===== config.mk =====
export PLATFORM = sky130hd
export DESIGN_NAME = flags_ctrl
export DESIGN_NICKNAME = d
export VERILOG_FILES = /design/src/rtl/flags_pkg.sv /design/src/rtl/rr_pick.sv /design/src/rtl/flags_ctrl.sv
export SDC_FILE = /design/constraint.sdc
export NUM_CORES = 1
export LEC_CHECK = 0
export CAP_MARGIN = 5
export CORE_UTILIZATION = 35
export DETAILED_ROUTE_END_ITERATION = 10
export DONT_BUFFER_PORTS = 1
export GPL_ROUTABILITY_DRIVEN = 0
export GPL_TIMING_DRIVEN = 1
export HOLD_SLACK_MARGIN = 0.12
export SLEW_MARGIN = 10
export SYNTH_ARGS = -nofsm -noshare
export SYNTH_HDL_FRONTEND = slang
export SYNTH_SLANG_ARGS = --single-unit

===== constraint.sdc =====
create_clock -name clk -period 5.5 [get_ports clk]
set_clock_uncertainty 0.05 [all_clocks]
set_input_delay 0.825 -clock clk [delete_from_list [all_inputs] [get_ports clk]]
set_output_delay 0.825 -clock clk [all_outputs]
set_load 0.1 [all_outputs]

===== src/rtl/flags_pkg.sv =====
// Shared constants and FSM state type for the flags-register load controller.
package flags_pkg;

  localparam int unsigned FLAGS_W = 6;
  localparam int unsigned IdxW    = 3;

  // Bit positions of the individual flags inside reg_flags.
  localparam int unsigned FlagC = 0;
  localparam int unsigned FlagZ = 1;
  localparam int unsigned FlagN = 2;
  localparam int unsigned FlagV = 3;
  localparam int unsigned FlagH = 4;
  localparam int unsigned FlagP = 5;

  typedef enum logic [2:0] {
    StBoot,
    StClear,
    StIdle,
    StLoad,
    StAck
  } state_e;

endpackage


===== src/rtl/rr_pick.sv =====
// Combinational round-robin picker: first set request at or after ptr, wrapping at N_REQ.
module rr_pick
  import flags_pkg::*;
#(
  parameter int unsigned N_REQ = 3
) (
  input  logic [N_REQ-1:0] req,
  input  logic [IdxW-1:0]  ptr,
  output logic             valid,
  output logic [IdxW-1:0]  idx
);

  int unsigned pos;

  always_comb begin
    valid = 1'b0;
    idx   = '0;
    pos   = 0;
    for (int unsigned k = 0; k < N_REQ; k++) begin
      pos = (32'(ptr) + k) % N_REQ;
      if (!valid && req[IdxW'(pos)]) begin
        valid = 1'b1;
        idx   = IdxW'(pos);
      end
    end
  end

endmodule


===== src/rtl/flags_ctrl.sv =====
// Owns the flags-register load port: clears it after reset, then serves masked partial
// updates from several producers in round-robin order with a per-requester acknowledge.
module flags_ctrl
  import flags_pkg::*;
#(
  parameter int unsigned N_REQ = 3,
  parameter int unsigned W     = FLAGS_W
) (
  input  logic               clk,
  input  logic               rst_n,
  input  logic [N_REQ-1:0]   req,
  input  logic [N_REQ*W-1:0] data,
  input  logic [N_REQ*W-1:0] mask,
  output logic [N_REQ-1:0]   ack,
  output logic [W-1:0]       reg_inp,
  output logic               reg_control,
  input  logic [W-1:0]       reg_out,
  output logic [2:0]         grant_id,
  output logic               flags_pending
);

  state_e          state_q, state_d;
  logic [IdxW-1:0] rr_ptr_q, rr_ptr_d;
  logic [IdxW-1:0] grant_q, grant_d;
  logic [W-1:0]    data_q, data_d;
  logic [W-1:0]    mask_q, mask_d;
  logic            pick_valid;
  logic [IdxW-1:0] pick_idx;

  rr_pick #(
    .N_REQ (N_REQ)
  ) u_rr_pick (
    .req   (req),
    .ptr   (rr_ptr_q),
    .valid (pick_valid),
    .idx   (pick_idx)
  );

  always_comb begin
    state_d  = state_q;
    rr_ptr_d = rr_ptr_q;
    grant_d  = grant_q;
    data_d   = data_q;
    mask_d   = mask_q;
    unique case (state_q)
      StBoot:  state_d = StClear;
      StClear: state_d = StIdle;
      StIdle: begin
        if (pick_valid) begin
          state_d = StLoad;
          grant_d = pick_idx;
          data_d  = data[32'(pick_idx)*W +: W];
          mask_d  = mask[32'(pick_idx)*W +: W];
        end
      end
      StLoad:  state_d = StAck;
      StAck: begin
        state_d  = StIdle;
        rr_ptr_d = (grant_q == IdxW'(N_REQ-1)) ? '0 : grant_q + IdxW'(1);
      end
      default: state_d = StBoot;
    endcase
  end

  always_ff @(posedge clk or negedge rst_n) begin
    if (!rst_n) begin
      state_q  <= StBoot;
      rr_ptr_q <= '0;
      grant_q  <= '0;
      data_q   <= '0;
      mask_q   <= '0;
    end else begin
      state_q  <= state_d;
      rr_ptr_q <= rr_ptr_d;
      grant_q  <= grant_d;
      data_q   <= data_d;
      mask_q   <= mask_d;
    end
  end

  // Moore outputs: the register reads back its own value, so LOAD merges against reg_out.
  always_comb begin
    reg_control = 1'b0;
    reg_inp     = '0;
    ack         = '0;
    case (state_q)
      StClear: reg_control = 1'b1;
      StLoad: begin
        reg_control = 1'b1;
        reg_inp     = (reg_out & ~mask_q) | (data_q & mask_q);
      end
      StAck:   ack = N_REQ'(1) << grant_q;
      default: ;
    endcase
  end

  assign grant_id      = grant_q;
  assign flags_pending = (state_q != StIdle) | (|req);

endmodule


==> results.toml, run 1 <==
[yosys]
synth_edf_count = 0
seq_area_frac_synth = 0.249
synthDistinctLibCells = 52
syn-num-nets = 304
synth.avg_cell_area_um2 = 8.76
ys_dominant_reg_cell = "dfrtp_1"
syn_area_um2 = 2110
synthArstFlopShare = 1.00
synth_top_area_frac = 0.249
synth_common_cells = "22 x mux2i_1, 21 x dfrtp_1, 17 x nand2_1"
yosysWarnings = 0
post-synth-top-count-cell = "mux2i_1"
synthCells = 241
synth.largest_area_cell = "dfrtp_1"
synth_seq_cells = 21
synthTopCellsByArea = "dfrtp_1 25%, mux2i_1 10%, ha_1 9.5%"

[final_layout]
final_core_util = 0.401
fin_area_um2 = 2280
antennaDiodeCount = 0
drive_above_1_share = 0.125
area_growth_pct = 7.82
final_net_count = 304

[cts]
cts_setup_buffers = 0
htree_num_levels = 1
cts_sinks = 21
path_clk_slew_ns = 0.08
cts-root-buf = "clkbuf_8"
cts_buffers = 3
cts_buffer_depth = 2
clkLatencyLatePin_ns = 0.26
cts_tree = "done"

[detailed_routing]
drt_first_pass_iters = 4
drc_errors = 0
drt_iter0_markers = 87
wl_per_cell_um = 15.2
num_vias = 1795
viasPerCell = 5.75
wl_met1_mm = 2.36
wl_mm = 4.75
route.met2.wl_mm = 2.14
top_layer = "met4"
route.met3.wl_um = 222
antenna_left = 0

[critical_path]
crit_path_end_kind = "flop"
critical_path_class = "reg -> reg"
crit_start = "rr_ptr_q[1]$_DFFE_PN0P_"
cp.depth = 15
crit_required_ns = 5.64
cp_num_buf_inv = 0
crit_chain = "ha_1 -> and2_1 -> nor2_1 -> ha_1 -> ha_1 -> a211oi_1 -> a211oi_1 -> and2_1 -> ha_1 -> or4_4 -> o41ai_4 -> a21o_1 -> a41o_1 -> nand2_2 -> o21ai_1"
reg2reg_from = "rr_ptr_q[1]$_DFFE_PN0P_"
start_kind = "flop"
cp_data_arrival_time_ns = 5.14
regToRegEndpoint = "mask_q[4]$_DFFE_PN0P_"
cp-endpoint = "mask_q[4]$_DFFE_PN0P_"
critPathMaxStageDelay_ns = 0.58
reg2regPathDepth = 15
critPathTopFamily = "compound AO/OA/AOI/OAI gates"
slowest_stage = "or4_4"
crit_fanout = 14
path_common_cell = "ha_1"
r2r_slack_ns = 0.50

[grt]
grt.overflow.total = 0
grt_max_degree = 22
antenna_found_initial = 0
grt_pass1_wl_mm = 7.78
grt_pass1_vias = 1647
groute.usage.overall = 0.151

[sta]
drv_slew = 0
fin_crit_sh = 0.909
max_freq_mhz = 200
slew_headroom = 0.284
period_needed_ns = 5.00
setup_tns_ns = 0
rsz0062_at_grt = "no"
worst_pin_slew_ns = 1.07
whs_ns = 0.193
hold_viol_final = 0
setup_violations = 0

[floorplan]
coreArea_um2 = 5680
dieHeight_um = 79.7
ios = 61
die_w_um = 79.7
start_util = 0.372
die_area_um2 = 6350
rows = 27

[flow_run]
maxCapViolCount = 0

[hold_path]
min_path_type = "in -> async"

[placement]
portBuffers = 0
dp_hpwl_mm = 3.62
dpl_cell_area_um2 = 2230

[status]
status = "finished, final reports clean"
==> worst min path at each step <==
stage                                       from                endpoint  slack [ns]  cells past startpoint
after floorplan           state_q[0]$_DFFE_PN0P_  state_q[0]$_DFFE_PN0P_        0.41                      1
after global placement     data_q[0]$_DFFE_PN0P_   data_q[0]$_DFFE_PN0P_        0.43                      2
after detailed placement   data_q[0]$_DFFE_PN0P_   data_q[0]$_DFFE_PN0P_        0.44                      2
after CTS                                  rst_n   data_q[4]$_DFFE_PN0P_        0.19                      0
after global routing                       rst_n   data_q[3]$_DFFE_PN0P_        0.18                      0
final                                      rst_n   data_q[3]$_DFFE_PN0P_        0.19                      0
==> kinds of logic after synthesis <==
kind of cell | count (synthesis) | share of synthesized area
AOI/OAI and AO/OA | 76 | 0.250
buffers and inverters | 21 | 0.0569
and+or+nand+nor | 74 | 0.187
muxes | 25 | 0.120
xor gates and xnor gates | 8 | 0.0421
adders and majority gates | 16 | 0.0948
DFF | 21 | 0.249
==> per-layer routing <==
metal,vias up,global-route usage
met5,-,0
met4,0,0.0327
met3,4,0.0229
met2,46,0.240
met1,845,0.215
li1,900,-
==> cells in the final DEF (no fill, tap or decap), types with 4 or more instances in the layout <==
master,netlist,final
a211oi_1,5,5
ha_1,16,16
buf_4,2,4
nor3_1,5,4
o21ai_1,15,15
xnor2_1,6,6
nand2_1,17,16
mux2i_1,22,22
nand2b_1,8,8
a32oi_1,12,12
a21oi_1,14,14
dfrtp_1,21,21
nor2_1,16,10
inv_1,10,10
o21ai_0,10,10
nor2_2,0,6
nor2b_1,8,7
==> final cells by class <==
cell class	instances	area, µm²
fill	580	3400
multi-input combinational	199	1500
sequential	21	526
tap	72	90.1
timing repair buffer	6	80.1
clock buffer	3	41.3
inverter	10	37.5
clock inverter	1	5.00
==> worst register-to-register path, stage by stage, from the launching register on <==
cell and delay (ns):
dfrtp_1 0.56, ha_1 0.38, and2_1 0.35, nor2_1 0.12
ha_1 0.23, ha_1 0.30, a211oi_1 0.22, a211oi_1 0.14
and2_1 0.19, ha_1 0.22, or4_4 0.58, o41ai_4 0.46
a21o_1 0.13, a41o_1 0.50, nand2_2 0.29, o21ai_1 0.21
==> state kept, by name (all words and copies together), names as in the netlist <==
| signal | count |
|---|---|
| grant_id | 3 |
| rr_ptr_q | 3 |
| data_q | 6 |
| state_q | 3 |
| mask_q | 6 |
==> metrics by stage <==
| stage | worst slack, ns | cells |
|---|---|---|
| final | 0.500 | 312 |
| after global routing | 0.0689 | 312 |
| after CTS | 0.345 | 312 |
| after detailed placement | 0.363 | 308 |
| after global placement | 0.543 | 308 |
| after floorplan | 0.800 | 241 |
==> what timing repair did <==
item / in CTS / in global routing
resized for setup: 0 / 1
hold buffers: 0 / 0
setup endpoints to repair: 0 / 12
Power of run 1 is not shown: default switching activity piles up to over one toggle a cycle in this logic, so the estimate is an artifact.
==> inputs of run 2 (changes only) <==
DONT_BUFFER_PORTS = default   (was 1)
==> run 2 against run 1 <==
Effect of this change:
- critical path depth is the same
- first-iteration DRC count up 8.0%
- worst hold slack better by 0.26 ns
- cell area rose by 23%
- register-to-register slack worse by 0.08 ns
- via count is 11% higher
- die area did not move
- non-clock buffer count is 57 higher
==> results.toml, run 2 (synthesis gave the netlist of run 1 again) <==
[status]
status = "finished, final reports clean"

[cts]
htree_num_levels = 1
cts_buffer_depth = 2
cts_hold_buf = 0
cts_setup_buffers = 0
clkLatencyLatePin_ns = 0.26
cts-root-buf = "clkbuf_8"
path_clk_slew_ns = 0.08
cts_resized = 0
cts_tree = "done"
cts_buffers = 3
cts_sinks = 21

[final_layout]
top_regs = "data_q (6), mask_q (6)"
drive_above_1_share = 0.0572
area_growth_pct = 32.2
antennaDiodeCount = 0
final_common_cell = "clkdlybuf4s50_1"
layout_common_cells = "60 x clkdlybuf4s50_1, 22 x mux2i_1, 21 x dfrtp_1, 17 x nand2_1"
final_net_count = 361

[detailed_routing]
drt_iter0_markers = 94
wl_per_cell_um = 14.8
num_vias = 2000
drt_first_pass_iters = 4
viasPerCell = 5.42
wl_mm = 5.48
drc_errors = 0
antenna_left = 0

[grt]
groute.usage.overall = 0.180
grt.overflow.total = 0
grt_max_degree = 22
antenna_found_initial = 0
grt_pass1_wl_mm = 8.91
grt_pass1_vias = 1909

[critical_path]
path_common_cell = "ha_1"
start_kind = "flop"
cp_num_buf_inv = 0
crit_required_ns = 5.63
slowest_stage = "or4_4"
crit_path_end_kind = "flop"
cp_data_arrival_time_ns = 5.21
critPathTopFamily = "simple AND/OR/NAND/NOR gates"
crit_chain = "ha_1 -> and2_1 -> nor2_1 -> ha_1 -> ha_1 -> a211oi_1 -> a211oi_1 -> and2_1 -> ha_1 -> or4_4 -> o41ai_4 -> a21o_1 -> a41o_1 -> nand2_1 -> o21ai_1"
crit_fanout = 14
critical_path_class = "reg -> reg"
r2r_slack_ns = 0.42
critPathMaxStageDelay_ns = 0.58

[floorplan]
ios = 61
dieHeight_um = 79.7
die_area_um2 = 6350
start_util = 0.372
coreArea_um2 = 5680
rows = 27
die_w_um = 79.7

[placement]
portBuffers = 60
dp_hpwl_mm = 4.37
post-place-ws_ns = 0.440

[sta]
worst_pin_slew_ns = 0.986
setup_violations = 0
setup_tns_ns = 0
max_freq_mhz = 197
drv_slew = 0
fin_crit_sh = 0.923
hold_viol_final = 0
slew_headroom = 0.340
rsz0062_at_grt = "no"
period_needed_ns = 5.08
setup_ws_ns = 0.421

[flow_run]
maxCapViolCount = 0

[hold_path]
min_path_type = "reg -> reg"
-- run 2: cell count changes in the layout (fill, tap and decap cells not counted), moves of 2 or more --
cell / change
clkbuf_16: -2
clkdlybuf4s50_1: +60
nor2_1: +6
nor2_2: -6
-- run 2: final timing paths --
kind                                         start                       to  cells after the start
max                        rr_ptr_q[1]$_DFFE_PN0P_    mask_q[3]$_DFFE_PN0P_                     15
min                          data_q[5]$_DFFE_PN0P_    data_q[5]$_DFFE_PN0P_                      2
max reg2reg                rr_ptr_q[1]$_DFFE_PN0P_    mask_q[3]$_DFFE_PN0P_                     15
min reg2reg                  data_q[5]$_DFFE_PN0P_    data_q[5]$_DFFE_PN0P_                      2
max in group asynchronous                    rst_n  grant_id[1]$_DFFE_PN0P_                      1
min in group asynchronous                    rst_n    data_q[5]$_DFFE_PN0P_                      1
-- run 2: tightest hold or removal path, cell delays in order (launching register included) --
cell	delay, ns
dfrtp_1	0.35
a32oi_1	0.06
o21ai_1	0.06
-- run 2: through the flow --
step	cell area [µm²]	cells	hold slack, ns	utilization
floorplan	2110	241	0.408	-
global placement	2740	365	0.437	0.483
detailed placement	2740	365	0.441	0.483
CTS	2790	369	0.461	0.492
global route	2790	369	0.493	0.492
finish	2790	369	0.452	0.492
-- run 2: per-layer routing --
metal | global-route usage | wire length, µm | vias to the layer above
met1 | 0.250 | 2650 | 932
met4 | 0.0473 | 49 | 0
li1 | - | - | 1013
met2 | 0.283 | 2500 | 49
met3 | 0.0343 | 278 | 6
met5 | 0 | 0 | -
-- run 2: cell type report --
type,count,area [µm²]
inverter,10,37.5
sequential,21,526
timing repair buffer,63,623
tap,72,90.1
multi-input combinational,199,1470
clock inverter,1,7.51
fill,586,2890
clock buffer,3,41.3
Power of run 2 is left out for the same reason.
==> inputs of run 3 (changes only) <==
ABC_CLOCK_PERIOD_IN_PS = 5500   (was default)
CTS_BUF_LIST = sky130_fd_sc_hd__clkbuf_8   (was default)
==> results of run 3 <==
No change in the layout: final DEF, timing and power equal those of run 2.
Power of run 3 is left out for the same reason.
==> RTL change, RTL diff (flow settings as in run 2) <==
Reset style: synchronous (`rst_n`), changed in one clocked block.
--- a/src/rtl/flags_ctrl.sv
+++ b/src/rtl/flags_ctrl.sv
@@ -63,5 +63,5 @@
   end
 
-  always_ff @(posedge clk or negedge rst_n) begin
+  always_ff @(posedge clk) begin
     if (!rst_n) begin
       state_q  <= StBoot;
Function: differs if rst_n is asserted again (counterexample within 4 cycles, from zero or initial values and one cycle with rst_n low); with rst_n held inactive, the same outputs for 10 cycles.
==> RTL change against run 2 <==
- maximum frequency rose by 0.24%
- cell area rose by 0.18%
- setup slack improved by 0.012 ns
- routed wire length rose by 2.2%
- core utilization rose by 0.38 points
- sequential cell count did not move
- synthesized area fell by 0.47%
Power is left out: it rests on default switching activity, and per cell area and clock period it moved more than threefold.
==> RTL change: results (changes against run 2) <==
- The run finished with clean final reports.
- After synthesis, the cell types taking the most area are sky130_fd_sc_hd__dfxtp_1 20%, sky130_fd_sc_hd__mux2i_1 12%, sky130_fd_sc_hd__ha_1 9.5%.
- The post-synthesis async set-or-reset flop share was 0% (-100 points).
- The transition time at the pin with the least slew margin was 0.986 ns (-0.000586 ns).
- The post-synthesis cell type count is 61 (+17%).
- The largest stage delay on the critical path is 0.62 ns (+0.04 ns).
- The fraction of synthesized area in multiplexers is 13.5% (+1.5 points).
- The fraction of final layout cells sized beyond drive strength 1 is 5.94% (+0.22 points).
- The arithmetic-cell share of the synthesized area counting full adders, half adders and majority gates is 9.53% (+0.045 points).
- The total nets after synthesis is 309 (+1.6%).
- The post-detailed-placement half-perimeter wirelength came to 4430 um (+1.4%).
- The via count of the first global-routing pass came to 1916 (+0.37%).
- The cell type of the slowest stage on the worst timing path is sky130_fd_sc_hd__dfxtp_1.
- The routed via count is 2030 (+1.5%).
- By count the netlist is led by 25 x sky130_fd_sc_hd__mux2i_1, 22 x sky130_fd_sc_hd__nor2_1, 21 x sky130_fd_sc_hd__dfxtp_1.
- The post-synthesis xor/xnor area fraction is 4.05% (-0.16 points).
- The first-pass GRT wire length is 9090 um (+2.0%).
- The largest net degree at the start of global routing is 16 (-27%).
- The sequential cell area fraction in the yosys report came to 20.0% (-4.9 points).
- The combined global-route utilization of all metal layers is 17.9% (-0.093 points).
- The maximum fanout count along the critical path is 15 (+1).
- The total CTS buffers is 3 (unchanged).
- The total number of nets in the final design is 367 (+1.7%).
- The wire length reported by the detailed router is 5600 um (+2.2%).
- The complex-gate fraction of the synthesized area came to 27.8% (+2.9 points).
- The initial DRC count is 76 (-19%).
## RTL change: path summary, 6_finish.rpt
check,from,end,slack [ns],depth (start not counted)
worst max register to register,rr_ptr_q[1],data_q[0],0.43,15
worst max-delay path,rr_ptr_q[1],data_q[0],0.43,15
worst min-delay path,data_q[5],data_q[5],0.44,2
worst min register to register,data_q[5],data_q[5],0.44,2
## RTL change: per-layer routing
| metal | vias up | track usage, % | routed length (um) |
|---|---|---|---|
| li1 | 1047 | - | - |
| met1 | 910 | 25.4 | 2710 |
| met2 | 69 | 28.9 | 2520 |
| met3 | 4 | 2.51 | 320 |
| met4 | 0 | 2.73 | 38 |
| met5 | - | 0 | 0 |
## RTL change: logic make-up after synthesis
kind of cell	count (synthesis)
mux	27
compound gates	79
simple gates	72
fa+ha+maj	16
xor+xnor	8
buf+inv	23
flops	21
## RTL change: through the flow
stage               cell area, um^2  hold slack (ns)  utilization, %  instances  setup WS, ns
global route                   2800            0.484            49.5        375        0.0790
global placement               2750            0.411            48.7        371         0.612
detailed placement             2750            0.419            48.7        371         0.477
floorplan                      2100            0.392               -        246         0.814
finish                         2800            0.439            49.5        375         0.433
CTS                            2800            0.438            49.5        375         0.447
## RTL change: final cells by class
type	count	area (um^2)
Clock buffer	4	45.0
Multi-Input combinational cell	202	1560
Timing Repair Buffer	64	631
Sequential cell	21	420
Fill cell	538	2850
Inverter	12	45.0
Tap cell	72	90.1
## RTL change: worst max-delay path, delay by kind of cell, from the launching register on
| kind | cells | cell delay (ns) |
|---|---|---|
| adders and majority gates | 4 | 1.11 |
| buffers and inverters | 1 | 0.20 |
| AOI/OAI and AO/OA | 4 | 1.09 |
| DFF | 1 | 0.62 |
| muxes | 1 | 0.42 |
| and+or+nand+nor | 5 | 1.50 |
